**src/rtl/axis_frame_arbiter.sv**
```systemverilog
// Two-source AXI4-Stream video arbiter with frame-granular round-robin grant.
// Flushes unframed beats while idle and flags line-length / SOF protocol errors.
//
// state | meaning
// ------+---------------------------------------------------------------
// IDLE  | no grant; non-SOF beats are drained, SOF beats held for arbitration
// BUSY  | granted source passed straight through until its last EOL
module axis_frame_arbiter #(
    parameter int S_AXIS_TDATA_WIDTH = 64,
    parameter int VDMA_ROW           = 2160,
    parameter int VDMA_COLUMN        = 3840
) (
    input  logic                          s_axis_aclk,
    input  logic                          s_axis_areset,
    input  logic [1:0]                    src_en,
    input  logic                          err_clr,
    input  logic [S_AXIS_TDATA_WIDTH-1:0] s0_axis_mm2s_tdata,
    input  logic                          s0_axis_mm2s_tvalid,
    output logic                          s0_axis_mm2s_tready,
    input  logic                          s0_axis_mm2s_tuser,
    input  logic                          s0_axis_mm2s_tlast,
    input  logic [S_AXIS_TDATA_WIDTH-1:0] s1_axis_mm2s_tdata,
    input  logic                          s1_axis_mm2s_tvalid,
    output logic                          s1_axis_mm2s_tready,
    input  logic                          s1_axis_mm2s_tuser,
    input  logic                          s1_axis_mm2s_tlast,
    output logic [S_AXIS_TDATA_WIDTH-1:0] m_axis_mm2s_tdata,
    output logic                          m_axis_mm2s_tvalid,
    input  logic                          m_axis_mm2s_tready,
    output logic                          m_axis_mm2s_tuser,
    output logic                          m_axis_mm2s_tlast,
    output logic [1:0]                    grant,
    output logic                          frame_done,
    output logic                          err_eol,
    output logic                          err_sof
);

    localparam int CW = (VDMA_COLUMN > 1) ? $clog2(VDMA_COLUMN) : 1;
    localparam int RW = (VDMA_ROW > 1) ? $clog2(VDMA_ROW) : 1;
    localparam logic [CW-1:0] COL_LAST = CW'(VDMA_COLUMN - 1);
    localparam logic [RW-1:0] ROW_LAST = RW'(VDMA_ROW - 1);

    typedef enum logic {IDLE, BUSY} state_t;

    state_t        state, state_nxt;
    logic [1:0]    grant_nxt;
    logic          last_grant, last_grant_nxt;
    logic [CW-1:0] col_cnt, col_nxt, eff_col;
    logic [RW-1:0] row_cnt, row_nxt, eff_row;
    logic          frame_done_nxt;
    logic          eol_evt, sof_evt;
    logic [1:0]    cand;

    always_ff @(posedge s_axis_aclk) begin
        if (s_axis_areset) begin
            state      <= IDLE;
            grant      <= 2'b00;
            last_grant <= 1'b1;
            col_cnt    <= '0;
            row_cnt    <= '0;
            frame_done <= 1'b0;
            err_eol    <= 1'b0;
            err_sof    <= 1'b0;
        end else begin
            state      <= state_nxt;
            grant      <= grant_nxt;
            last_grant <= last_grant_nxt;
            col_cnt    <= col_nxt;
            row_cnt    <= row_nxt;
            frame_done <= frame_done_nxt;
            // a fresh error in the clear cycle must survive the clear
            err_eol    <= (err_eol & ~err_clr) | eol_evt;
            err_sof    <= (err_sof & ~err_clr) | sof_evt;
        end
    end

    always_comb begin
        state_nxt           = state;
        grant_nxt           = grant;
        last_grant_nxt      = last_grant;
        col_nxt             = col_cnt;
        row_nxt             = row_cnt;
        eff_col             = col_cnt;
        eff_row             = row_cnt;
        frame_done_nxt      = 1'b0;
        eol_evt             = 1'b0;
        sof_evt             = 1'b0;
        cand                = 2'b00;
        s0_axis_mm2s_tready = 1'b0;
        s1_axis_mm2s_tready = 1'b0;
        m_axis_mm2s_tdata   = '0;
        m_axis_mm2s_tvalid  = 1'b0;
        m_axis_mm2s_tuser   = 1'b0;
        m_axis_mm2s_tlast   = 1'b0;
        if (!s_axis_areset) begin
            case (state)
                IDLE: begin
                    s0_axis_mm2s_tready = src_en[0] & s0_axis_mm2s_tvalid & ~s0_axis_mm2s_tuser;
                    s1_axis_mm2s_tready = src_en[1] & s1_axis_mm2s_tvalid & ~s1_axis_mm2s_tuser;
                    cand = {src_en[1] & s1_axis_mm2s_tvalid & s1_axis_mm2s_tuser,
                            src_en[0] & s0_axis_mm2s_tvalid & s0_axis_mm2s_tuser};
                    col_nxt = '0;
                    row_nxt = '0;
                    if (cand[0] && (!cand[1] || last_grant)) begin
                        grant_nxt = 2'b01;
                        state_nxt = BUSY;
                    end else if (cand[1]) begin
                        grant_nxt = 2'b10;
                        state_nxt = BUSY;
                    end
                end
                BUSY: begin
                    if (grant[1]) begin
                        m_axis_mm2s_tdata   = s1_axis_mm2s_tdata;
                        m_axis_mm2s_tvalid  = s1_axis_mm2s_tvalid;
                        m_axis_mm2s_tuser   = s1_axis_mm2s_tuser;
                        m_axis_mm2s_tlast   = s1_axis_mm2s_tlast;
                        s1_axis_mm2s_tready = m_axis_mm2s_tready;
                    end else begin
                        m_axis_mm2s_tdata   = s0_axis_mm2s_tdata;
                        m_axis_mm2s_tvalid  = s0_axis_mm2s_tvalid;
                        m_axis_mm2s_tuser   = s0_axis_mm2s_tuser;
                        m_axis_mm2s_tlast   = s0_axis_mm2s_tlast;
                        s0_axis_mm2s_tready = m_axis_mm2s_tready;
                    end
                    if (m_axis_mm2s_tvalid && m_axis_mm2s_tready) begin
                        // an SOF always restarts the frame position, misplaced or not
                        if (m_axis_mm2s_tuser) begin
                            sof_evt = (row_cnt != '0) || (col_cnt != '0);
                            eff_col = '0;
                            eff_row = '0;
                        end
                        if (m_axis_mm2s_tlast) begin
                            eol_evt = (eff_col != COL_LAST);
                            col_nxt = '0;
                            if (eff_row == ROW_LAST) begin
                                row_nxt        = '0;
                                state_nxt      = IDLE;
                                grant_nxt      = 2'b00;
                                last_grant_nxt = grant[1];
                                frame_done_nxt = 1'b1;
                            end else begin
                                row_nxt = eff_row + RW'(1);
                            end
                        end else if (eff_col == COL_LAST) begin
                            eol_evt = 1'b1;
                            col_nxt = '0;
                            row_nxt = eff_row;
                        end else begin
                            col_nxt = eff_col + CW'(1);
                            row_nxt = eff_row;
                        end
                    end
                end
                default: state_nxt = IDLE;
            endcase
        end
    end

endmodule

```
**config.mk**
```make
export PLATFORM = sky130hd
export DESIGN_NAME = axis_frame_arbiter
export DESIGN_NICKNAME = d
export VERILOG_FILES = /design/src/rtl/axis_frame_arbiter.sv
export SDC_FILE = /design/constraint.sdc
export NUM_CORES = 1
export LEC_CHECK = 0
export CAP_MARGIN = 20
export CORE_MARGIN = 2
export CORE_UTILIZATION = 32
export CTS_BUF_LIST = sky130_fd_sc_hd__clkbuf_4 sky130_fd_sc_hd__clkbuf_8 sky130_fd_sc_hd__clkbuf_16
export DETAILED_ROUTE_END_ITERATION = 12
export PLACE_DENSITY = 0.77
export SETUP_SLACK_MARGIN = 0.5
export SLEW_MARGIN = 10
export SYNTH_ARGS = -nofsm -noshare
export SYNTH_HDL_FRONTEND = slang
export SYNTH_SLANG_ARGS = --single-unit
```
**constraint.sdc**
```tcl
create_clock -name s_axis_aclk -period 2.75 [get_ports s_axis_aclk]
set_input_delay 0.6875 -clock s_axis_aclk [delete_from_list [all_inputs] [get_ports s_axis_aclk]]
set_output_delay 0.6875 -clock s_axis_aclk [all_outputs]
set_load 0.005 [all_outputs]
```
# After elaboration in Yosys (flattened, before gate mapping)
# Cells that the tools add are included.
# totals
reg_bits,31
input_bits,140
out_inout_bits,74
word_cells,105
# op_classes
n_addsub,2
n_eq_ne,7
n_mux,62
bitwise,16
reduce_logical,10
# ops
cell,count
64-bit two-way mux,3
12-bit two-way mux,14
12-bit case mux with 2 select lines,2
1-bit two-way mux,34
"12-bit by 1-bit adder with 12-bit output, second input constant",2
"12-bit equality test, second input constant",2
12-bit nonzero test,2
"12-bit != test, second input constant",1
2-bit two-way mux,5
1-bit bitwise AND,8
4-bit AND reduction,2
"2-bit by 1-bit != test with 1-bit output, second input constant",3
1-bit NOT,6
1-bit case mux with 2 select lines,3
2-bit case mux with 2 select lines,1
4-bit OR reduction,1
"3-bit != test, second input constant",1
1-bit logical AND,2
1-bit logical OR,2
1-bit bitwise OR,2
1-bit logical NOT,1

# Logic depth before layout (Yosys ltp)
# Gate-level depths: netlist (run 1).
# depth
ltp_word,14
ltp_mapped,13
ltp_nobuf,9

# Worst setup path before layout (run 1)
# No wires, ideal clock.
# synth_path
path_kind,input-to-reg
startpoint,in s1_axis_mm2s_tuser
endpoint,reg col_cnt[9]
setup_ps,117
t_arrival_ps,2665
t_required_ps,2633
setup_slack_ps,-32
cell_stages,10
path_buffers,2
path_cell_list,mux2i_1 buf_2 buf_2 and2_1 ha_1 nand3_1 nor3_2 a211oi_2 nor3b_2 a22o_1
# synth_via
elab_chain_cells,12
elab_cells_between_ends,13
classes_between,add/sub (1); eq/ne (1); mux (11)
# synth_lines
item,line,text
"start, declared",25,"input logic s1_axis_mm2s_tuser,"
1-bit two-way mux (*),113,if (grant[1]) begin
1-bit two-way mux (*),96,case (state)
1-bit two-way mux (*),95,if (!s_axis_areset) begin
12-bit two-way mux (*),128,if (m_axis_mm2s_tuser) begin
12-bit two-way mux (*),126,if (m_axis_mm2s_tvalid && m_axis_mm2s_tready) begin
12-bit two-way mux (*),96,
12-bit two-way mux (*),95,
12-bit by 1-bit adder with 12-bit output or 12-bit equality test (tied branches),"150, 145",
12-bit two-way mux (*),145,end else if (eff_col == COL_LAST) begin
12-bit two-way mux (*),133,if (m_axis_mm2s_tlast) begin
12-bit two-way mux (*),126,
12-bit case mux with 2 select lines (*),96,
"end signal, assigned",68,col_cnt <= col_nxt;
"end, declared",48,"logic [CW-1:0] col_cnt, col_nxt, eff_col;"
# Every way passes the cells marked *; elsewhere a longest branch is shown, timed or not. The select of a mux whose other input is x is not followed.
# A chain may end at the register's enable or synchronous reset.

# Worst setup path after layout (run 1)
# layout_path
startpoint,reg grant[1]
endpoint,reg col_cnt[9]
# layout_via
elab_chain_cells,12
elab_cells_between_ends,21
classes_between,add/sub (1); eq/ne (2); mux (17); reduce/logical (1)
# layout_lines
item,line,text
"start, declared",32,"output logic [1:0] grant,"
"start signal, assigned",66,grant <= grant_nxt;
1-bit two-way mux,113,
1-bit two-way mux,96,
1-bit two-way mux,95,
12-bit two-way mux,128,
12-bit two-way mux,126,
12-bit two-way mux,96,
12-bit two-way mux,95,
12-bit by 1-bit adder with 12-bit output or 12-bit equality test (tied branches),"150, 145",
12-bit two-way mux,145,
12-bit two-way mux,133,
12-bit two-way mux,126,
12-bit case mux with 2 select lines,96,
# Parallel ways exist; a longest one is shown, timed or not. The select of a mux whose other input is x is not followed.

==> impl_metrics.ini, run 1 <==
[outcome]
status = finished, final reports clean

[timing]
fin_skew_ns = 0.0181
fin_crit_sh = 0.920
fmax_mhz = 395
whs_ns = 0.496
rsz0062_at_grt = true
maxSlewHeadroom = 0.576
period_minus_slack_ns = 2.53
setup_viol = 0
finalMaxSlewViolations = 0
worstMarginPinSlew_ns = 0.633
hold_viol = 0
finalSetupTns_ns = 0

[worst_setup_path]
path_common_cell = buf_6
cp_data_arrival_time_ns = 2.72
cp-start-kind = flop
required_ns = 2.94
rr_worst_depth = 13
cp_top_family = buffers and inverters
rrSetupSlack_ns = 0.22
timing.rr.end = col_cnt[9]
endpoint_kind = flop
path_class = flop to flop
worstPathCellList = buf_6, buf_6, mux2i_4, buf_6, buf_6, and2_4, ha_4, nand3_4, nor3_4, buf_6, a211oi_4, a21o_1, a22o_1
r2r_start = grant[1]
crit_slowest_cell = dfxtp_4
max_stage_delay_ns = 0.36
critPathMaxFanout = 5
path_buf_inv = 5

[drt]
ant_nets = 0
post-route-drc-count = 0
drtPass1Iterations = 12
viasPerCell = 6.18
wirelength_mm = 20.4
vias = 4957
drt_first_iter_violations = 651
avgRoutedWirePerCell_um = 25.5

[floorplan]
coreArea_sq_mm = 0.00872
ios = 214
rows = 34
dieArea_sq_mm = 0.00976
initial_core_util = 0.330
die_y_um = 98.8
fp.dieW_um = 98.8

[yosys]
synth_cells = 391
synth_seq_area_share = 0.216
ys.flop_type = dfxtp_1
async_reset_ff_frac = 0
synth-edff-count = 0
synthMostInstantiatedCell = nor2_1
synth.area.top_cells = mux2i_1 23%, dfxtp_1 22%, nor2_1 12%, nand3_1 3.8%, nand2_1 3.5%
synth_common_cells = 89 x nor2_1, 67 x mux2i_1, 31 x dfxtp_1
ys_ff_latch = 31
yosysTopAreaCell = mux2i_1
syn-num-nets = 533
syn_avg_cell_area_sq_um = 7.35
synth_cell_type_count = 55
synthesis.area_sq_mm = 0.00287
synth_warnings = 0
synth_top_area_frac = 0.233

[cells_and_area]
nFillCells = 493
utilization = 0.767
syn_to_final_growth_pct = 133
instances_no_fill = 802
fin_nets = 827
drive_gt1_frac = 0.378

[power_and_ir_drop]
finalPower_uw = 1790
p_per_area_mw_per_mm2 = 268
vdd_drop_max_v = 0.000212
p_leak_uw = 0.00272

[grt]
grt-ovfl-total = 0
grt_pass1_vias = 4632
antenna_found_initial = 6
grt_max_degree = 24
grt_pass1_wl_mm = 25.0
grtUsageTotal = 0.324

[cts]
cts-buffers-inserted = 5
h-tree-depth = 2
cts_sinks = 31
path_clk_slew_ns = 0.07
clock_path_buffers = 2
clk-insertion-delay-late_ns = 0.31
ctsHoldBuffers = 0
cts_tree = built
cts_root_buf = clkbuf_8

[placed_design]
gp_congestion = 0.987
dp_hpwl_mm = 10.8
io_buffers = 213
dp.cells = 729

[flow_run]
drv_cap = 0

[min_path]
hold_end = err_eol
min-delay-start = err_eol
hp-class = flop to flop
min_delay_path_depth = 1
-- power breakdown --
| part | switching [uW] | internal (uW) |
|---|---|---|
| sequential | 4.75 | 452 |
| combinational | 367 | 499 |
| clock | 215 | 257 |
-- final cells by class --
class | instances | area [sq um] | area share
diodes | 8 | 20.0 | 0.00299
clock buffers | 7 | 108 | 0.0161
clock inverters | 1 | 5.00 | 0.000749
inverters | 7 | 33.8 | 0.00505
multi-input cells | 327 | 2680 | 0.401
flip-flops and latches | 31 | 624 | 0.0934
well taps | 108 | 135 | 0.0202
repair buffers | 313 | 3080 | 0.460
-- cells by family after synthesis --
logic type	share of synthesized area
muxes	0.248
buffers and inverters	0.0470
adders and majority gates	0.00871
AOI/OAI and AO/OA	0.161
and+or+nand+nor	0.314
DFF	0.216
xor gates and xnor gates	0.00610
-- worst max-delay path by stage --
stage	end	cells past startpoint	slack [ns]	from
2_1_floorplan	err_eol	10	0.31	s0_axis_mm2s_tuser
3_3_place_gp	m_axis_mm2s_tdata[6]	6	-0.24	s_axis_areset
3_5_place_dp	m_axis_mm2s_tdata[6]	6	-0.22	s_axis_areset
4_1_cts	m_axis_mm2s_tdata[8]	9	0.37	s_axis_areset
5_1_grt	err_eol	13	0.20	grant[1]
6_report	col_cnt[9]	13	0.22	grant[1]
-- worst register-to-register path, cell delays in order, from the launching register on --
cell and delay, ns:
dfxtp_4 0.36, buf_6 0.10, buf_6 0.09, mux2i_4 0.25, buf_6 0.14, buf_6 0.12
and2_4 0.16, ha_4 0.15, nand3_4 0.11, nor3_4 0.32, buf_6 0.17, a211oi_4 0.09
a21o_1 0.20, a22o_1 0.18
-- routing by layer --
metal	up-vias	global-route usage	wire length [um]
li1	2020	-	-
met1	2315	0.365	6850
met2	467	0.558	9750
met3	155	0.0738	2080
met4	0	0.187	1760
met5	-	0	0
-- through the flow --
stage	instance area, sq um	worst slack (ns)
4_1_cts	6080	0.369
5_1_grt	6680	0.196
2_1_floorplan	2980	0.309
3_5_place_dp	5480	-0.218
6_report	6690	0.219
3_3_place_gp	5480	-0.240
-- timing repair --
action / CTS / global route
resized for setup: 286 / 121
buffers inserted: 27 / 17
setup endpoints to repair: 99 / 91
pin swaps: 37 / 34
gates cloned: 8 / 5
-- sequential cells by signal, indices dropped and copies added, names as in the netlist --
register,cells
col_cnt,12
err_sof,1
last_grant,1
row_cnt,12
grant,2
err_eol,1
frame_done,1
state,1
-- cell usage in the layout, fill, tap and decap left out, drive strengths merged, types with 8 or more instances in the layout --
master	instances
nor3	9
dlygate4sd2	15
clkdlybuf4s50	128
a31oi	11
mux2i	67
diode	8
nand3	22
o21ai	8
nor2	89
nand2	27
buf	134
a21oi	15
dfxtp	31
clkbuf	31
(Power assumes the default switching activity.)
==> inputs of run 2 (changes only) <==
Settings changed: CTS_BUF_LIST sky130_fd_sc_hd__clkbuf_4 sky130_fd_sc_hd__clkbuf_8 sky130_fd_sc_hd__clkbuf_16 to unset.
==> results of run 2 <==
Same layout as run 1: the final DEF is identical, and so are final timing and power.
